==> config.mk <==
export PLATFORM = sky130hd
export DESIGN_NAME = compare_search
export DESIGN_NICKNAME = d
export VERILOG_FILES = /design/src/rtl/compare_search.sv
export SDC_FILE = /design/constraint.sdc
export NUM_CORES = 1
export LEC_CHECK = 0
export CAP_MARGIN = 10
export CORE_ASPECT_RATIO = 2
export CORE_UTILIZATION = 61
export CTS_BUF_LIST = sky130_fd_sc_hd__clkbuf_4 sky130_fd_sc_hd__clkbuf_8
export CTS_CLUSTER_SIZE = 12
export DETAILED_ROUTE_END_ITERATION = 12
export PLACE_DENSITY_LB_ADDON = 0.15
export SLEW_MARGIN = 20
export SYNTH_ARGS = -nofsm -noshare
export SYNTH_HDL_FRONTEND = slang
export SYNTH_SLANG_ARGS = --single-unit
export TNS_END_PERCENT = 30
==> constraint.sdc <==
create_clock -name clk -period 7.9 [get_ports clk]
set_clock_uncertainty 0.2 [all_clocks]
set_input_delay 2.37 -clock clk [delete_from_list [all_inputs] [get_ports clk]]
set_output_delay 2.37 -clock clk [all_outputs]
set_load 0.02 [all_outputs]
==> src/rtl/compare_search.sv <==
// compare_search: 4-bit binary search driving an external comparator; optional probe counter under SEARCH_STEP_COUNT_EN.
module compare_search (
    input  logic       clk,
    input  logic       rst,
    input  logic       start,
    input  logic       eq,
    input  logic       greater,
    input  logic       less,
    output logic [3:0] guess,
    output logic       guess_valid,
    output logic       busy,
    output logic       done,
    output logic       found,
    output logic       error,
    output logic [3:0] result,
    output logic [2:0] steps
);
    typedef enum logic [1:0] {IDLE, PROBE, UPDATE, DONE} state_t;
    state_t state;
    logic [4:0] lo, hi, nlo, nhi, sum;
    logic [2:0] flags;
    logic more;
    // hi may reach -1 (5'h1f) after guess 0; bit 4 marks it as below every lo
    always_comb begin
        nlo = flags == 3'b001 ? {1'b0, guess} + 5'd1 : lo;
        nhi = flags == 3'b010 ? {1'b0, guess} - 5'd1 : hi;
        more = !nhi[4] && nlo <= nhi;
        sum = nlo + nhi;
    end
    always_ff @(posedge clk) begin
        if (rst) begin
            state <= IDLE;
            lo <= 5'd0;
            hi <= 5'd0;
            flags <= 3'd0;
            guess <= 4'd0;
            guess_valid <= 1'b0;
            busy <= 1'b0;
            done <= 1'b0;
            found <= 1'b0;
            error <= 1'b0;
            result <= 4'd0;
        end else begin
            done <= 1'b0;
            case (state)
                IDLE: if (start) begin
                    state <= PROBE;
                    lo <= 5'd0;
                    hi <= 5'd15;
                    guess <= 4'd7;
                    guess_valid <= 1'b1;
                    busy <= 1'b1;
                    found <= 1'b0;
                    error <= 1'b0;
                    result <= 4'd0;
                end
                PROBE: begin
                    flags <= {eq, greater, less};
                    guess_valid <= 1'b0;
                    state <= UPDATE;
                end
                UPDATE: begin
                    lo <= nlo;
                    hi <= nhi;
                    if (flags == 3'b100) begin
                        found <= 1'b1;
                        result <= guess;
                        state <= DONE;
                    end else if (flags == 3'b010 || flags == 3'b001) begin
                        state <= more ? PROBE : DONE;
                        guess <= more ? sum[4:1] : guess;
                        guess_valid <= more;
                    end else begin
                        error <= 1'b1;
                        state <= DONE;
                    end
                end
                default: begin
                    done <= 1'b1;
                    busy <= 1'b0;
                    state <= IDLE;
                end
            endcase
        end
    end
`ifdef SEARCH_STEP_COUNT_EN
    always_ff @(posedge clk) begin
        if (rst)
            steps <= 3'd0;
        else if (state == IDLE && start)
            steps <= 3'd0;
        else if (state == PROBE)
            steps <= steps + 3'd1;
    end
`else
    assign steps = 3'd0;
`endif
endmodule

# Yosys cells after proc, flatten, opt, wreduce, memory -nomap -nowiden
# Index checks and enable logic that the tools add are counted.
[word_totals]
reg_bits = 28
out_inout_bits = 16
word_cells = 72
[classes]
add_sub_neg = 3
n_lt_le_gt_ge = 1
n_eq_ne = 11
n_mux = 31
n_bitwise = 1
n_reduce_logical = 14
[op_table]
columns = ["op", "n"]
rows = [
  ["$mux W4", 6],
  ["$mux W5", 4],
  ["$pmux W5 S2", 2],
  ["$pmux W4 S2", 2],
  ["$ne A2 B2 Y1 const B", 6],
  ["$mux W1", 8],
  ["$mux W2", 4],
  ["$reduce_and A4 Y1", 2],
  ["$pmux W1 S2", 3],
  ["$pmux W2 S3", 1],
  ["$add A4 B1 Y5 const B", 1],
  ["$add A5 B5 Y5", 1],
  ["$le A5 B5 Y1", 1],
  ["$reduce_and A5 Y1", 1],
  ["$sub A4 B1 Y5 const B", 1],
  ["$reduce_and A2 Y1", 2],
  ["$eq A3 B1 Y1 const B", 1],
  ["$eq A3 B2 Y1 const B", 1],
  ["$eq A3 B3 Y1 const B", 1],
  ["$pmux W1 S3", 1],
  ["$reduce_and A3 Y1", 1],
  ["$reduce_bool A3 Y1", 1],
  ["$reduce_or A3 Y1", 1],
  ["$eq A2 B1 Y1 const B", 1],
  ["8 further kinds", 8],
]

# Logic depth before layout (Yosys ltp)
[logic_depth]
word_depth = 8
ltp_mapped = 13
depth_no_buf = 12

# Worst setup path after synthesis
# OpenSTA, ideal clock, no wires.
[synth_timing]
kind = "in2reg"
startpoint = "in start"
endpoint = "reg guess[1]"
setup_time_ps = 122
arrival_time_ps = 3413
t_required_ps = 7578
path_slack_ps = 4165
cell_stages = 5
path_buffers = 0
cell_sequence = "mux2i_1 a21o_1 a311o_1 and2_4 o311a_1"
[synth_between]
elab_chain_cells = 2
[synth_rtl]
columns = ["item", "line", "rtl"]
rows = [
  ["from (decl)", "5", "input logic start,"],
  ["$ne A2 B2 Y1 (no line)", "-", ""],
  ["$reduce_and A5 Y1 (no line)", "-", ""],
  ["to (signal assigned)", "71", "guess <= more ? sum[4:1] : guess;"],
  ["to (decl)", "9", "output logic [3:0] guess,"],
]
# No other way between the ends.
# A chain may end at the register's enable or synchronous reset.

# Worst setup path in the final report
[layout_timing]
startpoint = "in start"
endpoint = "reg guess[2]"
# Same word-level chain as after synthesis.

==> summary.md <==
Entering global routing, the biggest net connects 29 pins. At the later pin of the worst-skew pair, clock insertion delay measures 280 ps. Leaving out fill and tap cells, the most frequent cell in the layout is sky130_fd_sc_hd__dfxtp_1. After routing, the total negative slack on setup checks comes to 0 ps.

STA puts the critical path data required time at 7880 ps. Data arrives at the worst endpoint at 4440 ps. After synthesis, the netlist uses 43 different library cells. The run gives 205 as the synthesized instance count. Among all stages on the critical path, the largest delay is contributed by sky130_fd_sc_hd__mux2i_2. For the number of global-route vias before repair, the log shows 1,449. In this run the power spent charging and discharging nets is 146 uW. The initial antenna violation count was 0.

Broken down by cell family, the worst path's largest delay share belongs to multiplexers. Path type of the worst setup path: primary input to flop. In this design, the stage delay of the slowest critical-path cell is 620 ps. The tools report the endpoint kind of the worst setup timing path as a flop. The first detailed-routing pass ran for 4 iterations.

The pin slew with the least headroom to its limit was 1010 ps. The core region area was 2700 um2. The repair_antennas step left the layout with diodes totalling 0. The clock sink count came out at 28. For this run, the share of the core covered by cells in the final layout is 72.2%. The worst setup path is launched from a primary input.

22 I/O pins were placed. No sink is reached through more buffers than the 2 on the longest clock path. The share of total power in the clock network is 26.5%. For the total setup violations reported at the end of the flow, the log shows 0.

The tools report the final routed DRC violation total as 0. The synthesized design contains 28 register bits. For this design the static power due to leakage is 0.814 nW.

Traced cell by cell, the critical path runs through clkdlybuf4s50_1 -> mux2i_2 -> a21o_1 -> a311o_1 -> and2_4 -> mux2_2. The run gives 1 as the number of H-tree branching levels. The tightest hold path in the finished design has a slack of 273 ps. The post-route worst setup slack was 3440 ps. Excluding fillers, the count of instances in the completed layout stands at 245. The wire-length estimate of the detail-placed layout is 3000 um. TritonCTS built the clock tree. The worst-path maximum fanout came out at 13. The class of the worst hold path was flop to flop. Summing all non-filler instances in the final layout gives an area of 1950 um2. The top cell types in the final layout, fill and taps aside, are 28 x sky130_fd_sc_hd__dfxtp_1, 25 x sky130_fd_sc_hd__nor2_1, 20 x sky130_fd_sc_hd__inv_1.

The routed layout has 1,485 vias. The instance area at placement was 1880 um2; the clock period minus worst slack was 4460 ps. The root cell of the clock tree is sky130_fd_sc_hd__clkbuf_8.

The die width was 39.6 um; the filler cell count in the final layout was 238. The post-CTS repair timing setup buffer count came out at 0. The sequential share of the synthesized area is 32.5%. The vias per cell was 6.06; the wire length of the first global-routing pass was 6300 um. Global routing finished with a remaining overflow of 0. In the final routed layout, each cell accounts on average for 16.1 um. Setup repair after global routing left no endpoint under its margin.

The die height is 77.2 um. The count of warnings emitted by yosys was 0. The worst-case headroom to the max-slew limit is 32.1%, and the final cycle utilization of the critical path is 56.5%. The internal portion of the total power is 286 uW. Post-cts sizing count: 0.

After detailed placement, the design holds a cell count of 241. Of the cells placed in the final design, the portion with a size suffix greater than 1 is 6.02%. The flow ran to the end, and the final reports show no timing, DRC or antenna violations. The final-report hold violation count is 0. Registers are responsible for 39.8% of the overall power. The run gives 63.7% as the initial core utilization.

Clock tree synthesis inserted a total of 3 buffers. The final-report max-slew violation count was 0; the layout overhead on the synthesized area was 13.3%. The switching fraction of total power works out to 33.8%. Timing analysis after detailed placement gives a worst setup slack of 2960 ps. Worst supply voltage drop on vdd: 0.000140 V. A synthesized cell averages 8.40 um2. In this run the remaining antenna-violating nets after routing total 0. Overall power consumption after layout is estimated at 431 uW. The count of port buffers added during placement is 18, and the post-synth design cell area is 1720 um2. Dividing total power by cell area gives a power density of 221 nW/um2. The worst path buffer plus inverter count came out at 1.

In this run, the combinational gates consume 33.7% of the power. The upper clock frequency limit was 224 MHz; the final net count was 239. Global routing consumed, over all layers together, 28.4% of the routing resources.

Clock-pin slew was measured on the worst setup and hold paths at 100 ps. The tools report the number of max-cap violations as 0. Hold repair after CTS inserted 0 buffers. The floorplan step defined a die boundary enclosing 3050 um2. The final layout contains routed wiring with a total length of 3960 um. For the count of routing violations after the opening detailed-route iteration, the log shows 32.

After floorplanning, the core was divided into 27 placement rows. At the end of routability-driven placement, the weighted congestion stood at 0.907.
[logic make-up (layout without fill, tap and decap cells)]
kind of cell	count (synthesis)	count (layout)	synth area share [%]
xor+xnor	7	7	3.56
fa+ha+maj	16	16	12.1
other cells	1	3	0.218
flops	28	28	32.5
simple gates	59	59	16.8
compound gates	51	51	20.2
buf+inv	33	42	8.42
mux	10	10	6.25
[tightest hold or removal path: cells and delay by family (launching register included)]
kind,cells,cell delay (ps)
flops,1,320
compound gates,1,60
buf+inv,1,50
[synthesized netlist by cell type]
cell	n	share of area, %
sky130_fd_sc_hd__nor2_1	25	5.4
sky130_fd_sc_hd__dfxtp_1	28	33
sky130_fd_sc_hd__o21a_1	2	0.87
sky130_fd_sc_hd__xnor2_1	6	3.1
sky130_fd_sc_hd__buf_4	4	1.7
sky130_fd_sc_hd__a221oi_1	4	2.0
sky130_fd_sc_hd__nor2b_1	4	1.5
sky130_fd_sc_hd__a31oi_1	1	0.36
sky130_fd_sc_hd__or3_1	1	0.36
sky130_fd_sc_hd__o311a_1	1	0.58
sky130_fd_sc_hd__clkbuf_1	5	1.1
sky130_fd_sc_hd__mux2i_1	7	4.1
sky130_fd_sc_hd__o21bai_1	1	0.44
sky130_fd_sc_hd__nand2b_1	4	1.5
sky130_fd_sc_hd__buf_1	1	0.22
sky130_fd_sc_hd__o211ai_1	1	0.44
sky130_fd_sc_hd__conb_1	1	0.22
sky130_fd_sc_hd__a211oi_1	2	0.87
sky130_fd_sc_hd__fa_1	1	1.2
sky130_fd_sc_hd__a21o_1	4	1.7
sky130_fd_sc_hd__xor2_1	1	0.51
sky130_fd_sc_hd__mux2_4	1	0.87
sky130_fd_sc_hd__nand4_1	1	0.36
sky130_fd_sc_hd__nor3b_4	1	1.1
sky130_fd_sc_hd__and3_1	1	0.36
sky130_fd_sc_hd__a22oi_1	10	4.4
sky130_fd_sc_hd__o41ai_2	1	0.94
sky130_fd_sc_hd__o21ai_0	11	3.2
sky130_fd_sc_hd__clkbuf_4	1	0.44
sky130_fd_sc_hd__and2_4	1	0.51
sky130_fd_sc_hd__or4_4	1	0.65
sky130_fd_sc_hd__a311o_1	1	0.58
sky130_fd_sc_hd__nor3_1	3	0.87
sky130_fd_sc_hd__inv_1	20	4.4
sky130_fd_sc_hd__nor3b_1	1	0.44
sky130_fd_sc_hd__a21oi_1	11	3.2
sky130_fd_sc_hd__mux2_2	2	1.3
sky130_fd_sc_hd__nand3_1	4	1.2
sky130_fd_sc_hd__buf_2	1	0.29
sky130_fd_sc_hd__ha_1	15	11
sky130_fd_sc_hd__clkbuf_2	1	0.29
sky130_fd_sc_hd__a22o_2	1	0.58
sky130_fd_sc_hd__nand2_1	12	2.6
[sequential cells by signal, indices dropped and copies added (netlist names)]
| name | count |
|---|---|
| found | 1 |
| lo | 5 |
| result | 4 |
| guess_valid | 1 |
| hi | 5 |
| done | 1 |
| busy | 1 |
| state | 2 |
| error | 1 |
| flags | 3 |
| guess | 4 |
[worst paths after layout]
kind | startpoint | to | slack (ps) | cells past startpoint
worst max-delay path | start | guess[2] | 3440 | 6
worst min-delay path | hi[1] | hi[1] | 270 | 2
worst max register to register | guess[1] | guess[1] | 4440 | 12
worst min register to register | hi[1] | hi[1] | 270 | 2
[layout make-up]
cell class	count	area, um2	share of cell area [%]
Multi-Input combinational cell	146	1030	52.7
Clock buffer	3	41.3	2.12
Inverter	20	75.1	3.85
Timing Repair Buffer	18	180	9.23
Clock inverter	1	30.0	1.54
Tap cell	29	36.3	1.86
Sequential cell	28	561	28.7
[routing by layer]
layer	part of all wire (%)	global-route usage (%)	up-vias
li1	-	-	716
met1	35	28.2	725
met2	59	54.4	32
met3	2.2	2.02	12
met4	3.3	10.0	0
met5	0	0	-
[power by group through the flow]
stage	Combinational, mW	Sequential (mW)	Clock [mW]
4_1_cts	0.144	0.171	0.115
3_3_place_gp	0.136	0.173	0
5_1_grt	0.159	0.173	0.119
3_5_place_dp	0.142	0.174	0
6_report	0.145	0.171	0.114
2_1_floorplan	0.106	0.172	0
(Power assumes the default switching activity.)
